[src/rtl/tx_skp_scheduler_if.sv]
// Symbol-stream interface between the TX ordered-set mux, the SKP scheduler and the 8b/10b encoder.
// The master drives the upstream symbol stream and tx_enable; the slave returns ready and the encoder feed.
interface tx_skp_scheduler_if #(
  parameter int DATA_WIDTH = 8
);
  logic                  tx_enable;
  logic [DATA_WIDTH-1:0] in_data;
  logic                  in_datak;
  logic                  in_valid;
  logic                  in_sop;
  logic                  in_ready;
  logic [DATA_WIDTH-1:0] out_data;
  logic                  out_datak;
  logic                  skp_sent;
  logic                  skp_overrun;

  modport master (
    output tx_enable, in_data, in_datak, in_valid, in_sop,
    input  in_ready, out_data, out_datak, skp_sent, skp_overrun
  );

  modport slave (
    input  tx_enable, in_data, in_datak, in_valid, in_sop,
    output in_ready, out_data, out_datak, skp_sent, skp_overrun
  );
endinterface

[src/rtl/tx_skp_scheduler.sv]
// TX clock-compensation source: schedules one SKP ordered set (COM + SKP_COUNT x SKP) per SKP_INTERVAL
// symbols and inserts it only at a packet boundary. Define SKP_PENDING_ACC_EN for a multi-request queue.
module tx_skp_scheduler #(
  parameter int DATA_WIDTH   = 8,
  parameter int SKP_INTERVAL = 1180,
  parameter int SKP_COUNT    = 3,
  parameter int PEND_WIDTH   = 2
) (
  input logic               clk,
  input logic               rst_n,
  tx_skp_scheduler_if.slave bus
);

  localparam int                    CNT_W    = (SKP_INTERVAL > 1) ? $clog2(SKP_INTERVAL) : 1;
  localparam logic [CNT_W-1:0]      CNT_LAST = CNT_W'(SKP_INTERVAL - 1);
  localparam logic [2:0]            IDX_LAST = 3'(SKP_COUNT - 1);
  localparam logic [DATA_WIDTH-1:0] SYM_COM  = DATA_WIDTH'(8'hBC);
  localparam logic [DATA_WIDTH-1:0] SYM_SKP  = DATA_WIDTH'(8'h1C);
  localparam logic [DATA_WIDTH-1:0] SYM_IDLE = '0;

`ifdef SKP_PENDING_ACC_EN
  localparam int PW = PEND_WIDTH;
`else
  localparam int PW = 1;
`endif
  localparam logic [PW-1:0] PEND_MAX = '1;

  if (SKP_COUNT < 1 || SKP_COUNT > 7 || SKP_INTERVAL < SKP_COUNT + 2 || PEND_WIDTH < 1) begin : g_param_check
    $error("tx_skp_scheduler: illegal parameter combination");
  end

  typedef enum logic {ST_PASS, ST_SKP} state_t;

  state_t           state;
  logic [CNT_W-1:0] cnt;
  logic [PW-1:0]    pending;
  logic [2:0]       idx;

  logic expire;
  logic start;
  logic done;
  logic pend_full;

  // NOTE: every always_comb output gets a value on every path, so no latch can be inferred.
  always_comb begin
    expire    = bus.tx_enable && (cnt == CNT_LAST);
    start     = (state == ST_PASS) && bus.tx_enable && (pending != '0) &&
                (!bus.in_valid || bus.in_sop);
    done      = (state == ST_SKP) && (idx == IDX_LAST);
    pend_full = (pending == PEND_MAX);
  end

  assign bus.in_ready = (state == ST_PASS) && !start;

  // NOTE: sequential state uses non-blocking assignments so every register samples pre-edge values.
  always_ff @(posedge clk or negedge rst_n) begin
    if (!rst_n) begin
      state           <= ST_PASS;
      cnt             <= '0;
      pending         <= '0;
      idx             <= '0;
      bus.out_data    <= SYM_IDLE;
      bus.out_datak   <= 1'b0;
      bus.skp_sent    <= 1'b0;
      bus.skp_overrun <= 1'b0;
    end else begin
      if (!bus.tx_enable || cnt == CNT_LAST) cnt <= '0;
      else                                   cnt <= cnt + 1'b1;

      // An ordered set in flight keeps its request until it completes, even after disable.
      if (!bus.tx_enable && (state == ST_PASS || done)) pending <= '0;
      else if (expire && !done && !pend_full)            pending <= pending + 1'b1;
      else if (done && !expire)                          pending <= pending - 1'b1;

      bus.skp_overrun <= expire && pend_full && !done;
      bus.skp_sent    <= 1'b0;

      case (state)
        ST_PASS: begin
          if (start) begin
            bus.out_data  <= SYM_COM;
            bus.out_datak <= 1'b1;
            idx           <= '0;
            state         <= ST_SKP;
          end else if (bus.in_valid) begin
            bus.out_data  <= bus.in_data;
            bus.out_datak <= bus.in_datak;
          end else begin
            bus.out_data  <= SYM_IDLE;
            bus.out_datak <= 1'b0;
          end
        end
        ST_SKP: begin
          bus.out_data  <= SYM_SKP;
          bus.out_datak <= 1'b1;
          if (done) begin
            bus.skp_sent <= 1'b1;
            state        <= ST_PASS;
          end else begin
            idx <= idx + 1'b1;
          end
        end
        default: state <= ST_PASS;
      endcase
    end
  end

endmodule

[src/flat_wrapper.sv]
// flat-port wrapper written by rule: the top's interface ports become plain ports
module tx_skp_scheduler_flat 
#(
  parameter int DATA_WIDTH   = 8,
  parameter int SKP_INTERVAL = 1180,
  parameter int SKP_COUNT    = 3,
  parameter int PEND_WIDTH   = 2
)
  (clk, rst_n, bus_tx_enable, bus_in_data, bus_in_datak, bus_in_valid, bus_in_sop, bus_in_ready, bus_out_data, bus_out_datak, bus_skp_sent, bus_skp_overrun);
  tx_skp_scheduler_if #(.DATA_WIDTH(DATA_WIDTH)) bus_i ();
  input logic clk;
  input logic rst_n;
  input wire logic [$bits(bus_i.tx_enable)-1:0] bus_tx_enable;
  input wire logic [$bits(bus_i.in_data)-1:0] bus_in_data;
  input wire logic [$bits(bus_i.in_datak)-1:0] bus_in_datak;
  input wire logic [$bits(bus_i.in_valid)-1:0] bus_in_valid;
  input wire logic [$bits(bus_i.in_sop)-1:0] bus_in_sop;
  output wire logic [$bits(bus_i.in_ready)-1:0] bus_in_ready;
  output wire logic [$bits(bus_i.out_data)-1:0] bus_out_data;
  output wire logic [$bits(bus_i.out_datak)-1:0] bus_out_datak;
  output wire logic [$bits(bus_i.skp_sent)-1:0] bus_skp_sent;
  output wire logic [$bits(bus_i.skp_overrun)-1:0] bus_skp_overrun;
  assign bus_i.tx_enable = bus_tx_enable;
  assign bus_i.in_data = bus_in_data;
  assign bus_i.in_datak = bus_in_datak;
  assign bus_i.in_valid = bus_in_valid;
  assign bus_i.in_sop = bus_in_sop;
  assign bus_in_ready = bus_i.in_ready;
  assign bus_out_data = bus_i.out_data;
  assign bus_out_datak = bus_i.out_datak;
  assign bus_skp_sent = bus_i.skp_sent;
  assign bus_skp_overrun = bus_i.skp_overrun;
  tx_skp_scheduler #(.DATA_WIDTH(DATA_WIDTH), .SKP_INTERVAL(SKP_INTERVAL), .SKP_COUNT(SKP_COUNT), .PEND_WIDTH(PEND_WIDTH)) u_core (.clk(clk), .rst_n(rst_n), .bus(bus_i));
endmodule
[config.mk]
export PLATFORM = sky130hd
export DESIGN_NAME = tx_skp_scheduler_flat
export DESIGN_NICKNAME = d
export VERILOG_FILES = /design/src/rtl/tx_skp_scheduler_if.sv /design/src/rtl/tx_skp_scheduler.sv /design/src/flat_wrapper.sv
export SDC_FILE = /design/constraint.sdc
export NUM_CORES = 1
export LEC_CHECK = 0
export BUFFER_PORTS_ARGS = -buffer_cell sky130_fd_sc_hd__buf_2
export CAP_MARGIN = 15
export CORE_MARGIN = 1.5
export CORE_UTILIZATION = 45
export DETAILED_ROUTE_END_ITERATION = 10
export PLACE_DENSITY = 0.75
export REMOVE_ABC_BUFFERS = 1
export SKIP_CTS_REPAIR_TIMING = 1
export SYNTH_ARGS = -nofsm -noshare
export SYNTH_HDL_FRONTEND = slang
export SYNTH_SLANG_ARGS = --single-unit
[constraint.sdc]
create_clock -name clk -period 1.4 [get_ports clk]
set_input_delay 0.07 -clock clk [delete_from_list [all_inputs] [get_ports clk]]
set_output_delay 0.07 -clock clk [all_outputs]
set_load 0.02 [all_outputs]
======== After elaboration in Yosys (flattened, before gate mapping) ========
Index checks and enable logic that the tools add are counted.
cells by class
  multiplexer cells ....................... 18
  equal/unequal tests ..................... 4
  add/subtract/negate cells ............... 4
  bitwise gates (word level) .............. 1
  reductions and logical operators ........ 23
operators with widths
  kind                   count
  $mux 8                 2
  $pmux 8 s2             1
  $logic_and 1x1->1      12
  $add 11x1->11 const B  1
  $eq 11x11->1 const B   1
  $mux 11                1
  $mux 1                 9
  $logic_not 1->1        6
  $mux 3                 2
  $pmux 3 s2             1
  $pmux 1 s2             2
  $add 3x1->3 const B    1
  $eq 3x2->1 const B     1
  $logic_or 1x1->1       3
  $reduce_bool 3->1      1
  $ne 2x1->1 const B     1
  $ne 2x2->1 const B     1
  $reduce_and 2->1       1
  $add 1x1->1 const B    1
  $not 1->1              1
  $sub 1x1->1 const B    1
storage, ports and cells
  output and inout port bits .............. 12
  register bits after elaboration ......... 27
  input bits .............................. 14
  logic and storage cells ................. 58

======== Logic depth before layout (Yosys ltp) ========
Gate-level depths: netlist of the first run.
  word-level depth ........................ 7
  mapped depth ............................ 6
  depth with buffers taken out ............ 6

======== Worst setup path before layout of the first run ========
OpenSTA, ideal clock, no wires.
  kind .................................... register to register
  start point ............................. reg u_core.cnt[0]
  end point ............................... reg u_core.pending (netlist: u_core.pend_full)
  path buffers ............................ 0
  required time ........................... 1.329 ns
  stages on the path, launching flop included .. 6
  arrival time ............................ 1.377 ns
  slack ................................... -0.048 ns
  clock period less this slack ............ 1.448 ns
  setup time .............................. 0.071 ns
  path through ............................ dfrtp_1 ha_1 nor4b_2 nand4_2 or3_1 nand4_1
on the way
  longest elaborated chain between the ends .. 6
  elaborated cells between the ends (all ways) .. 9
  those cells by class .................... eq/ne (1); mux (2); reduce/logical (6)
ends and longest elaborated chain
  element                          RTL line                source
  start: declaration               tx_skp_scheduler.sv:35  logic [CNT_W-1:0] cnt;
  start signal: assignment         tx_skp_scheduler.sv:68  else cnt <= cnt + 1'b1;
  $eq 11x11->1 (*)                 tx_skp_scheduler.sv:46  expire = bus.tx_enable && (cnt == CNT_LAST);
  $logic_and 1x1->1 (*)            tx_skp_scheduler.sv:46
  $logic_and 1x1->1 (2 in series)  tx_skp_scheduler.sv:72  else if (expire && !done && !pend_full) pending <= pending + 1'b1;
  $mux 1                           tx_skp_scheduler.sv:72
  $mux 1                           tx_skp_scheduler.sv:71  if (!bus.tx_enable && (state == ST_PASS || done)) pending <= '0;
  end signal: assignment           tx_skp_scheduler.sv:72
  end signal: assignment           tx_skp_scheduler.sv:73  else if (done && !expire) pending <= pending - 1'b1;
  end: declaration                 tx_skp_scheduler.sv:36  logic [PW-1:0] pending;
Mark *: on every way between the ends. The rest lies on a longest branch, timed or not.
A chain may end at the register's enable or synchronous reset.

======== Worst setup path after layout of the first run ========
  start point ............................. reg u_core.cnt[1]
  end point ............................... reg u_core.pending (netlist: u_core.pend_full)
Same word-level chain as after synthesis.

==> results of run 1 <==
==> layout make-up <==
| class | instances | area, um2 | area share |
|---|---|---|---|
| clock buffer | 3 | 22.5 | 0.0135 |
| timing repair buffer | 56 | 393 | 0.236 |
| clock inverter | 1 | 5.00 | 0.00301 |
| inverter | 5 | 18.8 | 0.0113 |
| multi-input combinational | 77 | 512 | 0.308 |
| sequential | 27 | 676 | 0.406 |
| tap | 30 | 37.5 | 0.0226 |
==> per-layer routing <==
| metal | up-vias | global-route usage | wire length (um) |
|---|---|---|---|
| li1 | 495 | - | - |
| met1 | 496 | 0.195 | 1000 |
| met2 | 21 | 0.349 | 1520 |
| met3 | 4 | 0.0328 | 80 |
| met4 | 0 | 0.0750 | 27 |
| met5 | - | 0 | 0 |
==> flip-flops by register name (all words and copies together), names as in the netlist <==
register and cells:
u_core.cnt 11, u_core.pend_full 1, u_core.state 1, u_core.bus.out_data 8, u_core.idx 3, u_core.bus.out_datak 1
u_core.bus.skp_sent 1, u_core.bus.skp_overrun 1
==> synthesized netlist by cell type <==
master     n
and2_1     4
nor4_1     1
nor2b_1    2
nand2b_1   1
nand2_1   17
a21oi_1    2
nand3_1    3
nor4b_2    1
mux2_2     1
and4bb_2   1
xnor2_1    4
nor3_1     2
clkbuf_1   1
xor2_1     5
nor2_1    14
or3_1      1
inv_1      5
a32o_1     1
ha_1       3
or3b_1     1
buf_2      1
a22o_1     2
dfrtp_1   27
nand4_2    1
a211o_1    1
and3_1     1
o211ai_1   1
o21ai_0    1
a311oi_1   1
and4_1     1
nand4_1    4
==> logic make-up (layout without fill, tap and decap cells) <==
logic type,Yosys count,in the layout,share of synthesized area
AND/OR/NAND/NOR,55,55,0.242
flip-flops,27,27,0.570
AO/OA/AOI/OAI,9,9,0.0570
XOR/XNOR,9,9,0.0665
buffers and inverters,7,65,0.0232
adder cells (fa/ha/maj),3,3,0.0317
multiplexers,1,1,0.00950
==> how the worst max path moves through the flow <==
stage / cells past startpoint / slack [ns] / to / startpoint
global route: 5 / -0.16 / u_core.pend_full / u_core.cnt[1]
floorplan: 5 / -0.05 / u_core.pend_full / u_core.cnt[0]
global placement: 5 / -0.04 / u_core.pend_full / u_core.cnt[0]
CTS: 5 / -0.12 / u_core.pend_full / u_core.cnt[0]
finish: 5 / -0.06 / u_core.pend_full / u_core.cnt[1]
detailed placement: 5 / -0.09 / u_core.pend_full / u_core.cnt[0]
==> metrics by stage <==
step | instance area, um2 | utilization | cells | setup slack [ns] | hold slack (ns)
floorplan | 1180 | - | 109 | -0.0476 | -0.226
global placement | 1450 | 0.586 | 179 | -0.0404 | 0.0972
detailed placement | 1450 | 0.586 | 179 | -0.0920 | 0.104
CTS | 1480 | 0.597 | 183 | -0.123 | -0.269
global route | 1660 | 0.672 | 199 | -0.161 | 0.0193
finish | 1660 | 0.672 | 199 | -0.0630 | 0.00496
==> layout by cell type, fill, tap and decap left out, types with 2 or more instances in the layout <==
master	count
nand3_1	3
xnor2_1	4
nand4_1	4
clkbuf_4	3
buf_2	24
buf_6	2
inv_1	5
nor3_2	2
a22o_1	2
xor2_1	5
ha_1	2
dlygate4sd3_1	10
dfrtp_1	27
nand2_1	17
and2_1	4
a21oi_1	2
buf_4	20
nor2_1	14
==> power groups by stage <==
stage	Clock, uW	Combinational (uW)	Sequential [uW]
CTS	349	745	1060
detailed placement	0	736	1070
global route	375	977	1080
floorplan	0	337	1180
global placement	0	701	1060
finish	336	887	1060
==> critical path, stage by stage (launching register included) <==
cell and delay [ns]:
dfrtp_1 0.40, ha_2 0.20, nor4b_4 0.19, nand4_2 0.18
or3_1 0.35, nand4_1 0.09
==> impl_metrics.ini, run 1 <==
[global_route]
grt_first_pass_wirelength_um = 3840
antenna_found_initial = 0
first_global_vias = 951
grt.total_usage = 0.183
grt_start_max_net_pins = 28
grt-ovfl-total = 0

[route]
drc = 0
routedWlPerCell_um = 13.2
routed_via_density = 5.11
totalWireLength_um = 2630
initialDrtViolationCount = 8
vias = 1016
antenna_left = 0
dr.pass1.iters = 4

[sta]
post-route-period-util = 1.05
finalSetupTns_ns = -0.151
setup_viol_count_final = 3
max_slew_margin = 0.616
clock_skew_ns = 0.00773
rsz0062_at_grt = true
fmax_mhz = 684
fin_crit_ns = 1.46
finalMaxSlewViolations = 0
finalHoldViolations = 0
layout_setup_ws_ns = -0.0630
worstMarginPinSlew_ns = 0.577

[die]
fp.dieW_um = 54.3
start_util = 0.478
rows = 18
core_area_um2 = 2480
die-height_um = 54.3
die-area_um2 = 2950
io-pin-count = 26

[cts]
insertion_delay_ns = 0.32
cts_tree = done
cts_max_level = 1
clk_pin_slew_ns = 0.15
clockBufferDepth = 2
cts_buffers = 3
clock-sinks = 27
cts_root_buf = clkbuf_4

[run]
maxCapViolations = 0

[pwr]
powerDensity_nw_per_um2 = 1370
power.switching_uw = 805
ir_drop_mv = 1.05
p_sw_frac = 0.352
p_seq_frac = 0.465
p_leak_uw = 0.000832
p_int_uw = 1480
power_uw = 2280
comb_power_share = 0.388
clkPwrFrac = 0.147

[yosys]
syn_area_um2 = 1180
yosys_register_bits = 27
synthDistinctLibCells = 31
avgSynthCellArea_um2 = 10.7
synth.yosys.warnings = 0
synthCells = 111
synth.area.top_cells = dfrtp_1 57%, nand2_1 5.4%, nor2_1 4.4%
synth_top_area_share = 0.570
synth_seq_area_share = 0.570
synth_top_cell_by_area = dfrtp_1

[hold_path]
holdCritStartpoint = bus_in_valid
whs_endpoint = u_core.bus.out_data[4]
holdPathStages = 3
min_path_type = input pin to register

[cells_and_area]
area_growth_pct = 40.4
final_nets = 187
drive_gt1_frac = 0.349
nFillCells = 202
antennaDiodeCount = 0

[critical_path]
worstPathArrival_ns = 1.74
end_kind = register
rr_endpoint = u_core.pend_full
worstSetupPathType = register to register
start_kind = register
rrSetupSlack_ns = -0.06
reg2reg_depth = 5
worstPathMaxFanout = 6
cp.required_ns = 1.68
rr_startpoint = u_core.cnt[1]

[placed_design]
port_buffers = 25
gp_congestion = 0.744
hpwlAfterDp_um = 1740

[status]
status = finished with violations
violations = setup timing
Power figures use the tool's default switching activity.
==> run 2, diff against run 1 <==
--- a/config.mk
+++ b/config.mk
@@ -9,8 +9,10 @@
 export CAP_MARGIN = 15
 export CORE_MARGIN = 1.5
 export CORE_UTILIZATION = 45
+export CTS_BUF_LIST = sky130_fd_sc_hd__clkbuf_16
 export DETAILED_ROUTE_END_ITERATION = 10
 export PLACE_DENSITY = 0.75
+export RECOVER_POWER = 100
 export REMOVE_ABC_BUFFERS = 1
 export SKIP_CTS_REPAIR_TIMING = 1
 export SYNTH_ARGS = -nofsm -noshare
==> impl_metrics.ini, run 2 (synthesized netlist as in run 1, its figures left out) <==
[placed_design]
gp_congestion = 0.744
dpl.cell_count = 179
port_buffers = 25
placed_area_um2 = 1450
hpwlAfterDp_um = 1740

[cts]
cts_tree = done
cts_buffers = 3
cts_root_buf = clkbuf_16
clock-sinks = 27
clk_pin_slew_ns = 0.07
insertion_delay_ns = 0.26
cts_max_level = 1
clockBufferDepth = 2

[sta]
finalMaxSlewViolations = 0
fmax_mhz = 701
fin_crit_ns = 1.43
clock_skew_ns = 0.00336
post-route-period-util = 1.02
max_slew_margin = 0.578
worstMarginPinSlew_ns = 0.634
layout_setup_ws_ns = -0.0256
setup_viol_count_final = 2
whs_ns = 0.00120
finalHoldViolations = 0
rsz0062_at_grt = true

[status]
status = finished with violations
violations = setup timing

[route]
totalWireLength_um = 2460
routedWlPerCell_um = 13.0
antenna_left = 0
vias = 948
routed_via_density = 5.02
dr.pass1.iters = 4
drc = 0
initialDrtViolationCount = 20

[cells_and_area]
fin_cells = 189
final_common_cell = dfrtp_1
nFillCells = 216
layout_common_cells = 27 x dfrtp_1, 19 x buf_4, 17 x nand2_1
final_nets = 177
fin_util = 0.650
multiInputGateArea_um2 = 520
area_growth_pct = 35.9
largest_reg_flops = 11
fin_area_um2 = 1610
drive_gt1_frac = 0.289
regArea_um2 = 676
antennaDiodeCount = 0
top_regs = u_core.cnt: 11 flops, u_core.bus.out_data: 8 flops, u_core.idx: 3 flops
regMostFlops = u_core.cnt

[global_route]
grt.total_usage = 0.190
antenna_found_initial = 0
grt_first_pass_wirelength_um = 3900
grt-ovfl-total = 0
first_global_vias = 962
grt_start_max_net_pins = 28

[hold_path]
holdCritStartpoint = bus_in_data[2]
min_path_type = input pin to register
holdPathStages = 3
whs_endpoint = u_core.bus.out_data[2]

[critical_path]
start_kind = register
worstPathArrival_ns = 1.58
rr_endpoint = u_core.cnt[10]
cp.required_ns = 1.56
critPathLaunch = u_core.cnt[1]
rr_startpoint = u_core.cnt[1]
reg2reg_depth = 5
worstPathMaxFanout = 3
rrSetupSlack_ns = -0.03
worstSetupPathType = register to register
end_kind = register

[die]
start_util = 0.478
die-height_um = 54.3
die-area_um2 = 2950
rows = 18
fp.dieW_um = 54.3
io-pin-count = 26
core_area_um2 = 2480

[pwr]
power.switching_uw = 834
powerDensity_nw_per_um2 = 1570
power_uw = 2520
comb_power_share = 0.319
ir_drop_mv = 1.10
clkPwrFrac = 0.260
p_sw_frac = 0.331
p_int_uw = 1690
p_leak_uw = 0.000775
p_seq_frac = 0.421

[run]
maxCapViolations = 0
## run 2: cell types whose count changed in the layout (fill, tap and decap cells not counted), sizes merged
| cell | previous run | this run |
|---|---|---|
| buf | 46 | 32 |
| clkbuf | 3 | 16 |
| dlygate4sd3 | 10 | 1 |
## run 2: worst max-delay path by stage
stage	to	slack [ns]	cells after the start
6_report	u_core.cnt[10]	-0.03	5
5_1_grt	u_core.pend_full	-0.12	5
4_1_cts	u_core.pend_full	-0.11	5
3_5_place_dp	u_core.pend_full	-0.09	5
3_3_place_gp	u_core.pend_full	-0.04	5
2_1_floorplan	u_core.pend_full	-0.05	5
## run 2: area by class of cell
| class | instances | area share |
|---|---|---|
| well taps | 30 | 0.0233 |
| clock buffers | 3 | 0.0466 |
| flip-flops and latches | 27 | 0.420 |
| repair buffers | 46 | 0.172 |
| clock inverters | 1 | 0.00311 |
| inverters | 5 | 0.0117 |
| multi-input cells | 77 | 0.323 |
## run 2: power groups by stage
stage | combinational (uW) | sequential (uW) | clock (uW)
6_report | 805 | 1060 | 656
5_1_grt | 901 | 1080 | 694
4_1_cts | 745 | 1060 | 663
3_5_place_dp | 736 | 1070 | 0
3_3_place_gp | 701 | 1060 | 0
2_1_floorplan | 337 | 1180 | 0
## run 2: worst max-delay path, stage by stage, from the launching register on
cell and delay, ns:
dfrtp_1 0.37, ha_2 0.20, and4_1 0.19, or3b_1 0.37, xor2_1 0.14, nor2_1 0.05
## run 2: per-stage QoR
stage | TNS, ns | setup WS [ns]
final | -0.0494 | -0.0256
after global routing | -0.798 | -0.119
after CTS | -0.257 | -0.108
after detailed placement | -0.182 | -0.0920
after global placement | -0.0404 | -0.0404
after floorplan | -0.180 | -0.0476
## run 2: layer usage
metal  track usage  vias up  wire (um)
met1         0.193      457        990
met3        0.0492        5         79
met4         0.100        0         48
met5             0        -          0
li1              -      470          -
met2         0.353       16       1340
==> run 3, diff against run 2 <==
--- a/config.mk
+++ b/config.mk
@@ -11,6 +11,7 @@
 export CORE_UTILIZATION = 45
 export CTS_BUF_LIST = sky130_fd_sc_hd__clkbuf_16
 export DETAILED_ROUTE_END_ITERATION = 10
+export GPL_TIMING_DRIVEN = 0
 export PLACE_DENSITY = 0.75
 export RECOVER_POWER = 100
 export REMOVE_ABC_BUFFERS = 1
@@ -18,3 +19,4 @@
 export SYNTH_ARGS = -nofsm -noshare
 export SYNTH_HDL_FRONTEND = slang
 export SYNTH_SLANG_ARGS = --single-unit
+export TNS_END_PERCENT = 1
==> impl_metrics.ini, run 3 (synthesized netlist as in run 1, its figures left out) <==
[sta]
fin_crit_ns = 1.51
setup_viol_count_final = 11
fmax_mhz = 661
worstMarginPinSlew_ns = 0.647
layout_setup_ws_ns = -0.112
finalSetupTns_ns = -1.03
max_slew_margin = 0.569
rsz0062_at_grt = true
finalHoldViolations = 0
finalMaxSlewViolations = 0
clock_skew_ns = 0.00861
post-route-period-util = 1.08
whs_ns = 0.0152

[route]
initialDrtViolationCount = 5
routed_via_density = 5.17
routedWlPerCell_um = 13.1
drc = 0
dr.pass1.iters = 4
vias = 889
totalWireLength_um = 2250
antenna_left = 0

[placed_design]
hpwlAfterDp_um = 1580
placed_area_um2 = 1340
gp_congestion = 0.778
port_buffers = 25

[cells_and_area]
layout_common_cells = 27 x dfrtp_1, 17 x nand2_1, 14 x nor2_1
final_nets = 160
fin_area_um2 = 1490
largest_reg_flops = 11
fin_util = 0.603
area_growth_pct = 26.0
nFillCells = 225
antennaDiodeCount = 0
drive_gt1_frac = 0.211
final_common_cell = dfrtp_1
top_regs = u_core.cnt: 11 flops, u_core.bus.out_data: 8 flops, u_core.idx: 3 flops
regMostFlops = u_core.cnt

[critical_path]
path_cells = ha_4, nor4b_4, nand4_4, nand2_1, nor2_1
start_kind = register
end_kind = register
worstSetupPathType = register to register
slowest_delay_ns = 0.40
critPathTopFamily = simple AND/OR/NAND/NOR gates
rr_startpoint = u_core.cnt[0]
critPathBufInv = 0
slowest_stage = dfrtp_1
critPathLaunch = u_core.cnt[0]
worstPathMaxFanout = 9
worstPathArrival_ns = 1.65
cp.required_ns = 1.54

[global_route]
grt.total_usage = 0.174
grt_first_pass_wirelength_um = 3670
grt_start_max_net_pins = 28
grt-ovfl-total = 0
antenna_found_initial = 0
first_global_vias = 887

[die]
die-area_um2 = 2950
io-pin-count = 26
core_area_um2 = 2480
start_util = 0.478
fp.dieW_um = 54.3
rows = 18
die-height_um = 54.3

[hold_path]
holdCritStartpoint = bus_in_data[3]
min_path_type = input pin to register

[pwr]
powerDensity_nw_per_um2 = 1620
p_leak_uw = 0.000699
ir_drop_mv = 1.33

[run]
maxCapViolations = 0

[cts]
cts_max_level = 1
cts_buffers = 3
clock-sinks = 27
clockBufferDepth = 2
clk_pin_slew_ns = 0.07
cts_tree = done
insertion_delay_ns = 0.26
cts_root_buf = clkbuf_16

[status]
violations = setup timing
status = finished with violations
-- run 3: final timing paths --
kind | to | slack, ns | cells after the start
max | u_core.cnt[8] | -0.11 | 5
max in group asynchronous | u_core.bus.out_data[3] | 0.61 | 2
max reg2reg | u_core.cnt[8] | -0.11 | 5
min | u_core.bus.out_data[3] | 0.02 | 3
min in group asynchronous | u_core.cnt[0] | 0.36 | 2
min reg2reg | u_core.idx[0] | 0.57 | 1
-- run 3: stage by stage --
step	worst slack, ns	power [uW]	std cells
6_report	-0.112	2410	172
3_5_place_dp	-0.225	1750	164
4_1_cts	-0.341	2390	168
3_3_place_gp	-0.148	1710	164
2_1_floorplan	-0.0476	1510	109
5_1_grt	-0.190	2560	172
-- run 3: where the power goes --
| part | switching (uW) | total [uW] | internal [uW] |
|---|---|---|---|
| Combinational | 408 | 688 | 280 |
| Sequential | 142 | 1080 | 943 |
| Clock | 255 | 640 | 385 |
| Total | 805 | 2410 | 1610 |
-- run 3: cell type report --
type	count	area [um2]	area share
clock buffers	3	75.1	0.0503
inverters	5	18.8	0.0126
repair buffers	29	150	0.101
well taps	30	37.5	0.0251
flip-flops and latches	27	676	0.453
multi-input cells	77	531	0.355
clock inverters	1	5.00	0.00335
-- run 3: tightest hold or removal path, stage by stage --
cell     delay, ns
buf_2         0.08
nand2_1       0.04
nand2_1       0.05
-- run 3: layer usage --
layer | track usage | wire length (um) | vias to the layer above
li1 | - | - | 439
met1 | 0.190 | 928 | 430
met2 | 0.321 | 1220 | 18
met3 | 0.0574 | 92 | 2
met4 | 0.0458 | 8 | 0
met5 | 0 | 0 | -
